[src/rtl/mem_if.sv]
// Bus bundle for the memory-access stage: exe2mem head, data-memory port,
// mem2wbk buffer head and bypass outputs.
interface mem_if;
    // exe2mem FIFO head
    logic        EXE2MEM_EMPTY_SE;
    logic [31:0] RES_RE;
    logic [31:0] MEM_DATA_RE;
    logic [5:0]  DEST_RE;
    logic [1:0]  MEM_SIZE_RE;
    logic        WB_RE;
    logic        MEM_LOAD_RE;
    logic        MEM_STORE_RE;
    logic        MEM_SIGN_EXTEND_RE;
    logic        CSR_WENABLE_RE;
    logic [31:0] CSR_RDATA_RE;
    logic        MULT_INST_RE;
    logic        EXCEPTION_RE;
    logic [31:0] PC_EXE2MEM_RE;
    logic        EXE2MEM_POP_SM;
    // data-memory request/response
    logic [31:0] MCACHE_ADR_SM;
    logic [31:0] MCACHE_DATA_SM;
    logic [3:0]  MCACHE_BYTE_EN_SM;
    logic        MCACHE_ADR_VALID_SM;
    logic        MCACHE_STORE_SM;
    logic        MCACHE_LOAD_SM;
    logic        MCACHE_STALL_SM;
    logic        MCACHE_RDATA_VALID_SM;
    logic [31:0] MCACHE_RESULT_SM;
    // mem2wbk buffer head / bypass
    logic        MEM2WBK_POP_SW;
    logic        MEM2WBK_EMPTY_SM;
    logic        BP_MEM2WBK_EMPTY_SM;
    logic [31:0] MEM_RES_RM;
    logic [5:0]  MEM_DEST_RM;
    logic        WB_RM;
    logic        CSR_WENABLE_RM;
    logic        MULT_INST_RM;
    logic [31:0] CSR_RDATA_RM;
    logic [31:0] PC_MEM2WBK_RM;
    logic        EXCEPTION_SM;

    // Stage side
    modport slave (
        input  EXE2MEM_EMPTY_SE, RES_RE, MEM_DATA_RE, DEST_RE, MEM_SIZE_RE, WB_RE,
               MEM_LOAD_RE, MEM_STORE_RE, MEM_SIGN_EXTEND_RE, CSR_WENABLE_RE,
               CSR_RDATA_RE, MULT_INST_RE, EXCEPTION_RE, PC_EXE2MEM_RE,
               MCACHE_STALL_SM, MCACHE_RDATA_VALID_SM, MCACHE_RESULT_SM, MEM2WBK_POP_SW,
        output EXE2MEM_POP_SM, MCACHE_ADR_SM, MCACHE_DATA_SM, MCACHE_BYTE_EN_SM,
               MCACHE_ADR_VALID_SM, MCACHE_STORE_SM, MCACHE_LOAD_SM,
               MEM2WBK_EMPTY_SM, BP_MEM2WBK_EMPTY_SM, MEM_RES_RM, MEM_DEST_RM, WB_RM,
               CSR_WENABLE_RM, MULT_INST_RM, CSR_RDATA_RM, PC_MEM2WBK_RM, EXCEPTION_SM
    );

    // Surrounding pipeline / memory side
    modport master (
        output EXE2MEM_EMPTY_SE, RES_RE, MEM_DATA_RE, DEST_RE, MEM_SIZE_RE, WB_RE,
               MEM_LOAD_RE, MEM_STORE_RE, MEM_SIGN_EXTEND_RE, CSR_WENABLE_RE,
               CSR_RDATA_RE, MULT_INST_RE, EXCEPTION_RE, PC_EXE2MEM_RE,
               MCACHE_STALL_SM, MCACHE_RDATA_VALID_SM, MCACHE_RESULT_SM, MEM2WBK_POP_SW,
        input  EXE2MEM_POP_SM, MCACHE_ADR_SM, MCACHE_DATA_SM, MCACHE_BYTE_EN_SM,
               MCACHE_ADR_VALID_SM, MCACHE_STORE_SM, MCACHE_LOAD_SM,
               MEM2WBK_EMPTY_SM, BP_MEM2WBK_EMPTY_SM, MEM_RES_RM, MEM_DEST_RM, WB_RM,
               CSR_WENABLE_RM, MULT_INST_RM, CSR_RDATA_RM, PC_MEM2WBK_RM, EXCEPTION_SM
    );
endinterface

[src/rtl/mem.sv]
// Memory-access stage: issues loads/stores, formats load data and feeds a
// 2-entry mem2wbk buffer whose head also drives the exe bypass.
module mem (
    input  logic clk,
    input  logic reset,
    mem_if.slave bus
);
    localparam int unsigned BUF_DEPTH = 2;
    localparam int unsigned CNT_W     = 2;

    typedef enum logic {IDLE = 1'b0, WAIT = 1'b1} state_e;

    typedef struct packed {
        logic [31:0] res;
        logic [5:0]  dest;
        logic        wb;
        logic        csr_we;
        logic [31:0] csr_rdata;
        logic        mult;
        logic [31:0] pc;
    } entry_t;

    state_e           state_q, state_d;
    entry_t           buf_q [BUF_DEPTH];
    logic             rd_ptr_q, wr_ptr_q;
    logic [CNT_W-1:0] cnt_q;
    logic [31:0]      rsp_q, rsp_d;
    logic             rsp_vld_q, rsp_vld_d;

    logic        head_vld, mem_op, wbk_pop, can_push, buf_empty;
    logic        push, req;
    entry_t      push_ent, head_ent;
    logic [31:0] load_word, load_shift, load_fmt, st_data;
    logic [3:0]  byte_en;
    logic [1:0]  addr_lo;

    assign head_vld  = ~bus.EXE2MEM_EMPTY_SE;
    assign mem_op    = (bus.MEM_LOAD_RE | bus.MEM_STORE_RE) & ~bus.EXCEPTION_RE;
    assign buf_empty = (cnt_q == '0);
    assign wbk_pop   = bus.MEM2WBK_POP_SW & ~buf_empty;
    assign can_push  = (cnt_q != CNT_W'(BUF_DEPTH)) | wbk_pop;
    assign addr_lo   = bus.RES_RE[1:0];

    // Load alignment and extension; a latched response takes priority
    always_comb begin
        load_word  = rsp_vld_q ? rsp_q : bus.MCACHE_RESULT_SM;
        load_shift = load_word >> {addr_lo, 3'b000};
        load_fmt   = load_word;
        case (bus.MEM_SIZE_RE)
            2'b01:   load_fmt = {{16{bus.MEM_SIGN_EXTEND_RE & load_shift[15]}}, load_shift[15:0]};
            2'b10:   load_fmt = {{24{bus.MEM_SIGN_EXTEND_RE & load_shift[7]}}, load_shift[7:0]};
            default: load_fmt = load_word;
        endcase
    end

    // Store byte enables and lane-replicated store data
    always_comb begin
        byte_en = 4'b1111;
        st_data = bus.MEM_DATA_RE;
        case (bus.MEM_SIZE_RE)
            2'b01: begin
                byte_en = 4'b0011 << {addr_lo[1], 1'b0};
                st_data = {2{bus.MEM_DATA_RE[15:0]}};
            end
            2'b10: begin
                byte_en = 4'b0001 << addr_lo;
                st_data = {4{bus.MEM_DATA_RE[7:0]}};
            end
            default: ;
        endcase
    end

    // Next-state, request and push decisions
    always_comb begin
        state_d   = state_q;
        rsp_d     = rsp_q;
        rsp_vld_d = rsp_vld_q;
        push      = 1'b0;
        req       = 1'b0;
        push_ent.res       = bus.RES_RE;
        push_ent.dest      = bus.DEST_RE;
        push_ent.wb        = bus.WB_RE & ~bus.EXCEPTION_RE;
        push_ent.csr_we    = bus.CSR_WENABLE_RE;
        push_ent.csr_rdata = bus.CSR_RDATA_RE;
        push_ent.mult      = bus.MULT_INST_RE;
        push_ent.pc        = bus.PC_EXE2MEM_RE;
        case (state_q)
            IDLE: begin
                if (head_vld && can_push) begin
                    if (!mem_op) begin
                        push = 1'b1;
                    end else begin
                        req = 1'b1;
                        if (!bus.MCACHE_STALL_SM) begin
                            if (bus.MEM_STORE_RE) begin
                                push        = 1'b1;
                                push_ent.wb = 1'b0;
                            end else begin
                                state_d = WAIT;
                            end
                        end
                    end
                end
            end
            WAIT: begin
                if (rsp_vld_q || bus.MCACHE_RDATA_VALID_SM) begin
                    if (can_push) begin
                        push         = 1'b1;
                        push_ent.res = load_fmt;
                        push_ent.wb  = bus.WB_RE;
                        rsp_vld_d    = 1'b0;
                        state_d      = IDLE;
                    end else if (!rsp_vld_q) begin
                        rsp_d     = bus.MCACHE_RESULT_SM;
                        rsp_vld_d = 1'b1;
                    end
                end
            end
            default: state_d = IDLE;
        endcase
        if (reset) begin
            push = 1'b0;
            req  = 1'b0;
        end
    end

    // FSM state, response latch and buffer storage
    always_ff @(posedge clk) begin
        if (reset) begin
            state_q   <= IDLE;
            rsp_q     <= '0;
            rsp_vld_q <= 1'b0;
            rd_ptr_q  <= 1'b0;
            wr_ptr_q  <= 1'b0;
            cnt_q     <= '0;
            for (int i = 0; i < int'(BUF_DEPTH); i++) begin
                buf_q[i] <= '0;
            end
        end else begin
            state_q   <= state_d;
            rsp_q     <= rsp_d;
            rsp_vld_q <= rsp_vld_d;
            if (push) begin
                buf_q[wr_ptr_q] <= push_ent;
                wr_ptr_q        <= ~wr_ptr_q;
            end
            if (wbk_pop) begin
                rd_ptr_q <= ~rd_ptr_q;
            end
            cnt_q <= cnt_q + CNT_W'(push) - CNT_W'(wbk_pop);
        end
    end

    assign head_ent = buf_q[rd_ptr_q];

    assign bus.EXE2MEM_POP_SM      = push;
    assign bus.MCACHE_ADR_SM       = bus.RES_RE;
    assign bus.MCACHE_DATA_SM      = st_data;
    assign bus.MCACHE_BYTE_EN_SM   = byte_en;
    assign bus.MCACHE_ADR_VALID_SM = req;
    assign bus.MCACHE_LOAD_SM      = req & bus.MEM_LOAD_RE;
    assign bus.MCACHE_STORE_SM     = req & bus.MEM_STORE_RE;
    assign bus.EXCEPTION_SM        = ~reset & head_vld & bus.EXCEPTION_RE;

    assign bus.MEM2WBK_EMPTY_SM    = buf_empty;
    assign bus.BP_MEM2WBK_EMPTY_SM = buf_empty;
    assign bus.MEM_RES_RM          = buf_empty ? 32'd0 : head_ent.res;
    assign bus.MEM_DEST_RM         = buf_empty ? 6'd0  : head_ent.dest;
    assign bus.WB_RM               = ~buf_empty & head_ent.wb;
    assign bus.CSR_WENABLE_RM      = ~buf_empty & head_ent.csr_we;
    assign bus.MULT_INST_RM        = ~buf_empty & head_ent.mult;
    assign bus.CSR_RDATA_RM        = buf_empty ? 32'd0 : head_ent.csr_rdata;
    assign bus.PC_MEM2WBK_RM       = buf_empty ? 32'd0 : head_ent.pc;
endmodule
[src/flat_wrapper.sv]
// flat-port wrapper written by rule: the top's interface ports become plain ports
module mem_flat 
  (clk, reset, bus_EXE2MEM_EMPTY_SE, bus_RES_RE, bus_MEM_DATA_RE, bus_DEST_RE, bus_MEM_SIZE_RE, bus_WB_RE, bus_MEM_LOAD_RE, bus_MEM_STORE_RE, bus_MEM_SIGN_EXTEND_RE, bus_CSR_WENABLE_RE, bus_CSR_RDATA_RE, bus_MULT_INST_RE, bus_EXCEPTION_RE, bus_PC_EXE2MEM_RE, bus_MCACHE_STALL_SM, bus_MCACHE_RDATA_VALID_SM, bus_MCACHE_RESULT_SM, bus_MEM2WBK_POP_SW, bus_EXE2MEM_POP_SM, bus_MCACHE_ADR_SM, bus_MCACHE_DATA_SM, bus_MCACHE_BYTE_EN_SM, bus_MCACHE_ADR_VALID_SM, bus_MCACHE_STORE_SM, bus_MCACHE_LOAD_SM, bus_MEM2WBK_EMPTY_SM, bus_BP_MEM2WBK_EMPTY_SM, bus_MEM_RES_RM, bus_MEM_DEST_RM, bus_WB_RM, bus_CSR_WENABLE_RM, bus_MULT_INST_RM, bus_CSR_RDATA_RM, bus_PC_MEM2WBK_RM, bus_EXCEPTION_SM);
  mem_if bus_i ();
  input  logic clk;
  input  logic reset;
  input wire logic [$bits(bus_i.EXE2MEM_EMPTY_SE)-1:0] bus_EXE2MEM_EMPTY_SE;
  input wire logic [$bits(bus_i.RES_RE)-1:0] bus_RES_RE;
  input wire logic [$bits(bus_i.MEM_DATA_RE)-1:0] bus_MEM_DATA_RE;
  input wire logic [$bits(bus_i.DEST_RE)-1:0] bus_DEST_RE;
  input wire logic [$bits(bus_i.MEM_SIZE_RE)-1:0] bus_MEM_SIZE_RE;
  input wire logic [$bits(bus_i.WB_RE)-1:0] bus_WB_RE;
  input wire logic [$bits(bus_i.MEM_LOAD_RE)-1:0] bus_MEM_LOAD_RE;
  input wire logic [$bits(bus_i.MEM_STORE_RE)-1:0] bus_MEM_STORE_RE;
  input wire logic [$bits(bus_i.MEM_SIGN_EXTEND_RE)-1:0] bus_MEM_SIGN_EXTEND_RE;
  input wire logic [$bits(bus_i.CSR_WENABLE_RE)-1:0] bus_CSR_WENABLE_RE;
  input wire logic [$bits(bus_i.CSR_RDATA_RE)-1:0] bus_CSR_RDATA_RE;
  input wire logic [$bits(bus_i.MULT_INST_RE)-1:0] bus_MULT_INST_RE;
  input wire logic [$bits(bus_i.EXCEPTION_RE)-1:0] bus_EXCEPTION_RE;
  input wire logic [$bits(bus_i.PC_EXE2MEM_RE)-1:0] bus_PC_EXE2MEM_RE;
  input wire logic [$bits(bus_i.MCACHE_STALL_SM)-1:0] bus_MCACHE_STALL_SM;
  input wire logic [$bits(bus_i.MCACHE_RDATA_VALID_SM)-1:0] bus_MCACHE_RDATA_VALID_SM;
  input wire logic [$bits(bus_i.MCACHE_RESULT_SM)-1:0] bus_MCACHE_RESULT_SM;
  input wire logic [$bits(bus_i.MEM2WBK_POP_SW)-1:0] bus_MEM2WBK_POP_SW;
  output wire logic [$bits(bus_i.EXE2MEM_POP_SM)-1:0] bus_EXE2MEM_POP_SM;
  output wire logic [$bits(bus_i.MCACHE_ADR_SM)-1:0] bus_MCACHE_ADR_SM;
  output wire logic [$bits(bus_i.MCACHE_DATA_SM)-1:0] bus_MCACHE_DATA_SM;
  output wire logic [$bits(bus_i.MCACHE_BYTE_EN_SM)-1:0] bus_MCACHE_BYTE_EN_SM;
  output wire logic [$bits(bus_i.MCACHE_ADR_VALID_SM)-1:0] bus_MCACHE_ADR_VALID_SM;
  output wire logic [$bits(bus_i.MCACHE_STORE_SM)-1:0] bus_MCACHE_STORE_SM;
  output wire logic [$bits(bus_i.MCACHE_LOAD_SM)-1:0] bus_MCACHE_LOAD_SM;
  output wire logic [$bits(bus_i.MEM2WBK_EMPTY_SM)-1:0] bus_MEM2WBK_EMPTY_SM;
  output wire logic [$bits(bus_i.BP_MEM2WBK_EMPTY_SM)-1:0] bus_BP_MEM2WBK_EMPTY_SM;
  output wire logic [$bits(bus_i.MEM_RES_RM)-1:0] bus_MEM_RES_RM;
  output wire logic [$bits(bus_i.MEM_DEST_RM)-1:0] bus_MEM_DEST_RM;
  output wire logic [$bits(bus_i.WB_RM)-1:0] bus_WB_RM;
  output wire logic [$bits(bus_i.CSR_WENABLE_RM)-1:0] bus_CSR_WENABLE_RM;
  output wire logic [$bits(bus_i.MULT_INST_RM)-1:0] bus_MULT_INST_RM;
  output wire logic [$bits(bus_i.CSR_RDATA_RM)-1:0] bus_CSR_RDATA_RM;
  output wire logic [$bits(bus_i.PC_MEM2WBK_RM)-1:0] bus_PC_MEM2WBK_RM;
  output wire logic [$bits(bus_i.EXCEPTION_SM)-1:0] bus_EXCEPTION_SM;
  assign bus_i.EXE2MEM_EMPTY_SE = bus_EXE2MEM_EMPTY_SE;
  assign bus_i.RES_RE = bus_RES_RE;
  assign bus_i.MEM_DATA_RE = bus_MEM_DATA_RE;
  assign bus_i.DEST_RE = bus_DEST_RE;
  assign bus_i.MEM_SIZE_RE = bus_MEM_SIZE_RE;
  assign bus_i.WB_RE = bus_WB_RE;
  assign bus_i.MEM_LOAD_RE = bus_MEM_LOAD_RE;
  assign bus_i.MEM_STORE_RE = bus_MEM_STORE_RE;
  assign bus_i.MEM_SIGN_EXTEND_RE = bus_MEM_SIGN_EXTEND_RE;
  assign bus_i.CSR_WENABLE_RE = bus_CSR_WENABLE_RE;
  assign bus_i.CSR_RDATA_RE = bus_CSR_RDATA_RE;
  assign bus_i.MULT_INST_RE = bus_MULT_INST_RE;
  assign bus_i.EXCEPTION_RE = bus_EXCEPTION_RE;
  assign bus_i.PC_EXE2MEM_RE = bus_PC_EXE2MEM_RE;
  assign bus_i.MCACHE_STALL_SM = bus_MCACHE_STALL_SM;
  assign bus_i.MCACHE_RDATA_VALID_SM = bus_MCACHE_RDATA_VALID_SM;
  assign bus_i.MCACHE_RESULT_SM = bus_MCACHE_RESULT_SM;
  assign bus_i.MEM2WBK_POP_SW = bus_MEM2WBK_POP_SW;
  assign bus_EXE2MEM_POP_SM = bus_i.EXE2MEM_POP_SM;
  assign bus_MCACHE_ADR_SM = bus_i.MCACHE_ADR_SM;
  assign bus_MCACHE_DATA_SM = bus_i.MCACHE_DATA_SM;
  assign bus_MCACHE_BYTE_EN_SM = bus_i.MCACHE_BYTE_EN_SM;
  assign bus_MCACHE_ADR_VALID_SM = bus_i.MCACHE_ADR_VALID_SM;
  assign bus_MCACHE_STORE_SM = bus_i.MCACHE_STORE_SM;
  assign bus_MCACHE_LOAD_SM = bus_i.MCACHE_LOAD_SM;
  assign bus_MEM2WBK_EMPTY_SM = bus_i.MEM2WBK_EMPTY_SM;
  assign bus_BP_MEM2WBK_EMPTY_SM = bus_i.BP_MEM2WBK_EMPTY_SM;
  assign bus_MEM_RES_RM = bus_i.MEM_RES_RM;
  assign bus_MEM_DEST_RM = bus_i.MEM_DEST_RM;
  assign bus_WB_RM = bus_i.WB_RM;
  assign bus_CSR_WENABLE_RM = bus_i.CSR_WENABLE_RM;
  assign bus_MULT_INST_RM = bus_i.MULT_INST_RM;
  assign bus_CSR_RDATA_RM = bus_i.CSR_RDATA_RM;
  assign bus_PC_MEM2WBK_RM = bus_i.PC_MEM2WBK_RM;
  assign bus_EXCEPTION_SM = bus_i.EXCEPTION_SM;
  mem u_core (.clk(clk), .reset(reset), .bus(bus_i));
endmodule
[config.mk]
export PLATFORM = sky130hd
export DESIGN_NAME = mem_flat
export DESIGN_NICKNAME = d
export VERILOG_FILES = /design/src/rtl/mem_if.sv /design/src/rtl/mem.sv /design/src/flat_wrapper.sv
export SDC_FILE = /design/constraint.sdc
export NUM_CORES = 1
export LEC_CHECK = 0
export ABC_AREA = 1
export CAP_MARGIN = 40
export CORE_UTILIZATION = 34
export DETAILED_ROUTE_END_ITERATION = 10
export PLACE_DENSITY = 0.64
export SYNTH_ARGS = -nofsm -noshare
export SYNTH_HDL_FRONTEND = slang
export SYNTH_SLANG_ARGS = --single-unit
[constraint.sdc]
create_clock -name clk -period 5 [get_ports clk]
set_clock_uncertainty 0.05 [all_clocks]
set_input_delay 0.75 -clock clk [delete_from_list [all_inputs] [get_ports clk]]
set_output_delay 0.75 -clock clk [all_outputs]
set_load 0.05 [all_outputs]
# [Word-level counts from Yosys, hierarchy flattened]
# Memory sizes are Yosys's and may differ from the RTL's. A register that Yosys moved wholly into a read port is not among the register bits.
# Cells that the tools add are included.
[op_classes] add_sub_neg=2 eq_ne=3 shifts=3 n_mux=47 bitwise_logic=22 n_reduce_logical=6
[op_table] cell="32-bit two-way mux" count=7
[op_table] cell="32-bit case mux with 2 select lines" count=2
[op_table] cell="105-bit two-way mux" count=1
[op_table] cell="105-bit OR reduction" count=1
[op_table] cell="1-bit two-way mux" count=32
[op_table] cell="32-bit by 5-bit right shift with 16-bit output" count=1
[op_table] cell="1-bit bitwise AND" count=12
[op_table] cell="1-bit inverter" count=8
[op_table] cell="4-bit case mux with 2 select lines" count=1
[op_table] cell="6-bit two-way mux" count=1
[op_table] cell="1-bit case mux with 2 select lines" count=3
[op_table] cell="1-bit by 2-bit << shifter with 4-bit output (first input constant)" count=1
[op_table] cell="2-bit by 2-bit << shifter with 4-bit output (first input constant)" count=1
[op_table] cell="3-bit AND reduction" count=1
[op_table] cell="2-bit by 1-bit adder with 2-bit output" count=1
[op_table] cell="2-bit by 1-bit equality test with 1-bit output (second input constant)" count=1
[op_table] cell="2-bit equality test (second input constant)" count=1
[op_table] cell="2-bit logical NOT" count=1
[op_table] cell="2-bit inequality test (second input constant)" count=1
[op_table] cell="1-bit OR" count=2
[op_table] cell="2-bit AND reduction" count=1
[op_table] cell="2-bit by 1-bit subtractor with 2-bit output" count=1
[op_table] cell="1-bit logical AND" count=1
[op_table] cell="1-bit logical OR" count=1
[word_totals] reg_bits=38 ramBits=210 output_inout_bits=180 memories=1
[memory_table] name="u_core.buf_q" words=2 word_bits=105 rd=1 rd_clocked_by_memory_dff=1 write_ports=2 line="mem.sv:24" text="entry_t buf_q [BUF_DEPTH];"

# [Depth between registers and ports, before layout]
[logic_depth] word_depth=13 ltp_mapped=12

# [Worst setup path before layout]
# Ideal clock, no wire load.
[synth_path] path_kind="in2reg" startpoint="in reset" endpoint="mem u_core.buf_q[0][0] (netlist bit), enable pin" setup_time_ns=0.468 t_arrival_ns=4.179 required_ns=4.482 setup_slack_ns=0.304 cell_stages=10 n_path_buf=3 cell_sequence="clkbuf_1 inv_2 o21ai_0 nor2_1 o21ai_2 inv_2 nand2_4 buf_6 buf_4 nand2_1"
[synth_lines] element="from (decl)" line="flat_wrapper.sv:6" text="input logic reset;"
[synth_lines] element="to (decl)" line="mem.sv:24"

# [Worst setup path in the final report]
[layout_path] startpoint="in bus_MEM_SIZE_RE[0]" endpoint="out bus_MCACHE_DATA_SM[23]"
[layout_between] elab_chain_cells=2
[layout_rtl] element="from (decl)" line="flat_wrapper.sv:11" text="input wire logic [$bits(bus_i.MEM_SIZE_RE)-1:0] bus_MEM_SIZE_RE;"
[layout_rtl] element="2-bit equality test or 2-bit by 1-bit equality test with 1-bit output (tied branches)" line="mem.sv:60" text="case (bus.MEM_SIZE_RE)"
[layout_rtl] element="32-bit case mux with 2 select lines (*)" line="mem.sv:60"
[layout_rtl] element="to (decl)" line="flat_wrapper.sv:27" text="output wire logic [$bits(bus_i.MCACHE_DATA_SM)-1:0] bus_MCACHE_DATA_SM;"
# Mark *: on every way between the ends. The rest lies on a longest branch, timed or not.

==> flow_metrics.py <==
metrics = {
    "cts": {
        "clk_pin_slew_ns": 0.06,
        "htreeDepth": 1,
        "cts_buffer_depth": 3,
        "cts-buffers-inserted": 28,
        "cts_tree": "done",
        "hold_buffers": 0,
        "cts_resized": 0,
        "clock_latency_ns": 0.54,
        "cts_setup_buffers": 0,
        "clock-sinks": 249,
        "cts_root_buf": "clkbuf_16",
    },
    "timing": {
        "period_minus_slack_ns": 4.039,
        "worst_slack_ns": 0.9609,
        "fmax_mhz": 247.6,
        "grt_setup_unrepaired": "false",
        "worst_pin_slew_ns": 0.8711,
        "fin_crit_sh_pct": 80.78,
        "tns_ns": 0,
        "relSlewSlack_pct": 41.93,
        "hold_viol": 0,
        "setup_viol": 0,
        "drv_slew": 0,
    },
    "power": {
        "ir_drop_v": 0.0002795,
        "pwr-share-seq_pct": 33.0,
        "p_per_area_mw_per_mm2": 425.6,
        "p_clk_share_pct": 27.9,
        "p_switching_mw": 2.967,
        "p_leak_nw": 7.129,
        "switching_share_pct": 39.33,
        "power.internal_mw": 4.576,
        "power_frac_comb_pct": 39.1,
    },
    "worst_hold_path": {
        "min_path_type": "reg -> reg",
    },
    "synthesis": {
        "synth_cell_types": 34,
        "synth_top_family_by_area": "simple AND/OR/NAND/NOR gates",
        "avgSynthCellArea_sq_um": 8.316,
        "synth-xor-area-share_pct": 0.06799,
        "synth_area_sq_mm": 0.01288,
        "yosys_warnings": 0,
        "synthTopCellsByArea": "edfxtp_1 (49%), nand2_1 (13%), a21oi_1 (7.4%)",
        "ys_ff_latch": 249,
        "synth_compound_area_share_pct": 10.42,
        "syn_inst": 1549,
        "synthSimpleGateAreaFrac_pct": 24.07,
        "synthAdderAreaFrac_pct": 0.3885,
        "synth_mux_area_share_pct": 0,
        "ys_seq_area_share_pct": 55.02,
        "yosysTopAreaCell": "edfxtp_1",
        "yosysTopAreaCellShare_pct": 48.96,
        "syn-num-nets": 1734,
    },
    "global_route": {
        "grt_pass1_wl_um": 61930,
        "grt_pass1_vias": 10839,
        "grtUsageTotal_pct": 20.64,
        "grt_overflow": 0,
        "grt_max_degree": 73,
        "grt_antenna_before_repair": 2,
    },
    "outcome": {
        "status": "completed",
    },
    "die": {
        "die_y_um": 196.6,
        "coreArea_sq_mm": 0.03696,
        "dieArea_sq_mm": 0.03867,
        "start_util_pct": 34.85,
        "pin_count": 361,
        "fp.dieW_um": 196.6,
        "rows": 70,
    },
    "worst_setup_path": {
        "arrival_ns": 3.24,
        "crit_path_end_kind": "output pin",
        "cp-start-kind": "input pin",
        "worst-path-max-fanout": 17,
        "worstPathRequired_ns": 4.20,
        "path_class": "in -> out",
    },
    "routing": {
        "vias_per_cell": 4.785,
        "wl_per_cell_um": 17.43,
        "drc_errors": 0,
        "first_iter_violations": 841,
        "firstDrtPassIters": 6,
        "wl_um": 41050,
        "postRouteAntennaNets": 0,
        "vias": 11268,
    },
    "final_layout": {
        "final_common_cell": "nand2_1",
        "stdcell_area_sq_mm": 0.01772,
        "areaGrowthSynthToFinish_pct": 37.59,
        "instances_no_fill": 2355,
        "layout-drive-gt1-share_pct": 7.946,
        "layout_common_cells": "nand2_1 (438), clkdlybuf4s50_1 (334), nor2_1 (217)",
        "utilization_pct": 47.95,
        "nets": 2013,
    },
    "place": {
        "placedCellCount": 2302,
        "place.gp.congestion": 0.8605,
        "port_buffers": 360,
        "dpl-instance-area_sq_mm": 0.01679,
        "dp_hpwl_um": 28190,
        "place_ws_ns": 0.9751,
    },
    "flow_run": {
        "maxCapViolations": 0,
    },
}
power by group through the flow:
stage / registers, mW / clock network (mW) / logic (mW)
2_1_floorplan: 2.50 / 0 / 1.88
3_3_place_gp: 2.53 / 0 / 2.94
3_5_place_dp: 2.54 / 0 / 2.98
4_1_cts: 2.49 / 2.15 / 2.98
5_1_grt: 2.51 / 2.23 / 3.12
6_report: 2.49 / 2.10 / 2.95
cells in the mapped netlist:
master	instances
nand3_1	44
nor3_1	1
nand2_2	12
edfxtp_1	210
buf_1	11
buf_8	1
o21ai_2	1
inv_2	6
clkbuf_1	48
buf_4	47
xor2_1	1
nor2_2	3
o21ai_1	8
nand2_4	12
dfxtp_1	39
a211oi_1	2
o221ai_1	1
buf_6	4
ha_1	4
o211ai_1	6
buf_2	22
o31ai_1	1
a21oi_1	190
or2_2	17
nand3_2	1
nor2_1	218
o22ai_1	8
clkinv_1	1
a31oi_1	1
nand2_1	440
and2_1	6
inv_1	139
o21ai_0	42
nor2_4	2
through the flow:
stage / hold WS (ns) / total power, mW
finish: 0.3878 / 7.543
global route: 0.4218 / 7.854
CTS: 0.3940 / 7.627
detailed placement: 0.3875 / 5.516
global placement: 0.3777 / 5.474
floorplan: 0.3742 / 4.378
critical path: stages:
cell	delay, ns
clkdlybuf4s50_1	0.49
inv_1	0.05
ha_1	0.52
nor2_1	0.54
inv_1	0.31
o21ai_0	0.39
buf_12	0.19
cells by family after synthesis:
family                   Yosys count
flip-flops                       249
AND/OR/NAND/NOR                  756
AO/OA/AOI/OAI                    260
XOR/XNOR                           1
adder cells (fa/ha/maj)            4
buffers and inverters            279
registers in the layout, indices dropped and copies added, names as in the netlist, named ones only:
register and flops:
u_core.buf_q 210, u_core.rsp_q 32, u_core.cnt_q 2, u_core.rd_ptr_q 1
u_core.rsp_vld_q 1, u_core.state_q 1, u_core.wr_ptr_q 1
per-layer routing:
metal / vias to the layer above / GRT usage, % / part of all wire [%]
met5: - / 0 / 0.032
met4: 2 / 4.737 / 1.7
met3: 47 / 4.415 / 8.0
met2: 451 / 35.84 / 49
met1: 5225 / 26.23 / 41
li1: 5543 / - / -
worst paths after layout:
path                                          from                     end  slack (ns)  cells past startpoint
worst max-delay path            bus_MEM_SIZE_RE[0]  bus_MCACHE_DATA_SM[23]        0.96                      7
worst min-delay path               u_core.rd_ptr_q                register        0.39                      1
worst min register to register     u_core.rd_ptr_q                register        0.39                      1
worst max register to register    u_core.rsp_vld_q     u_core.buf_q[0][18]        1.85                     10
area by class of cell:
cell class                      instances  area (sq um)
Tap cell                              504         630.6
Fill cell                            3519         19240
Clock inverter                         18         190.2
Antenna cell                            1         2.502
Timing Repair Buffer                  382          3986
Clock buffer                           34         744.5
Sequential cell                       249          7091
Inverter                              146         549.3
Multi-Input combinational cell       1021          4529
No activity file was read; power rests on OpenSTA's default activity.
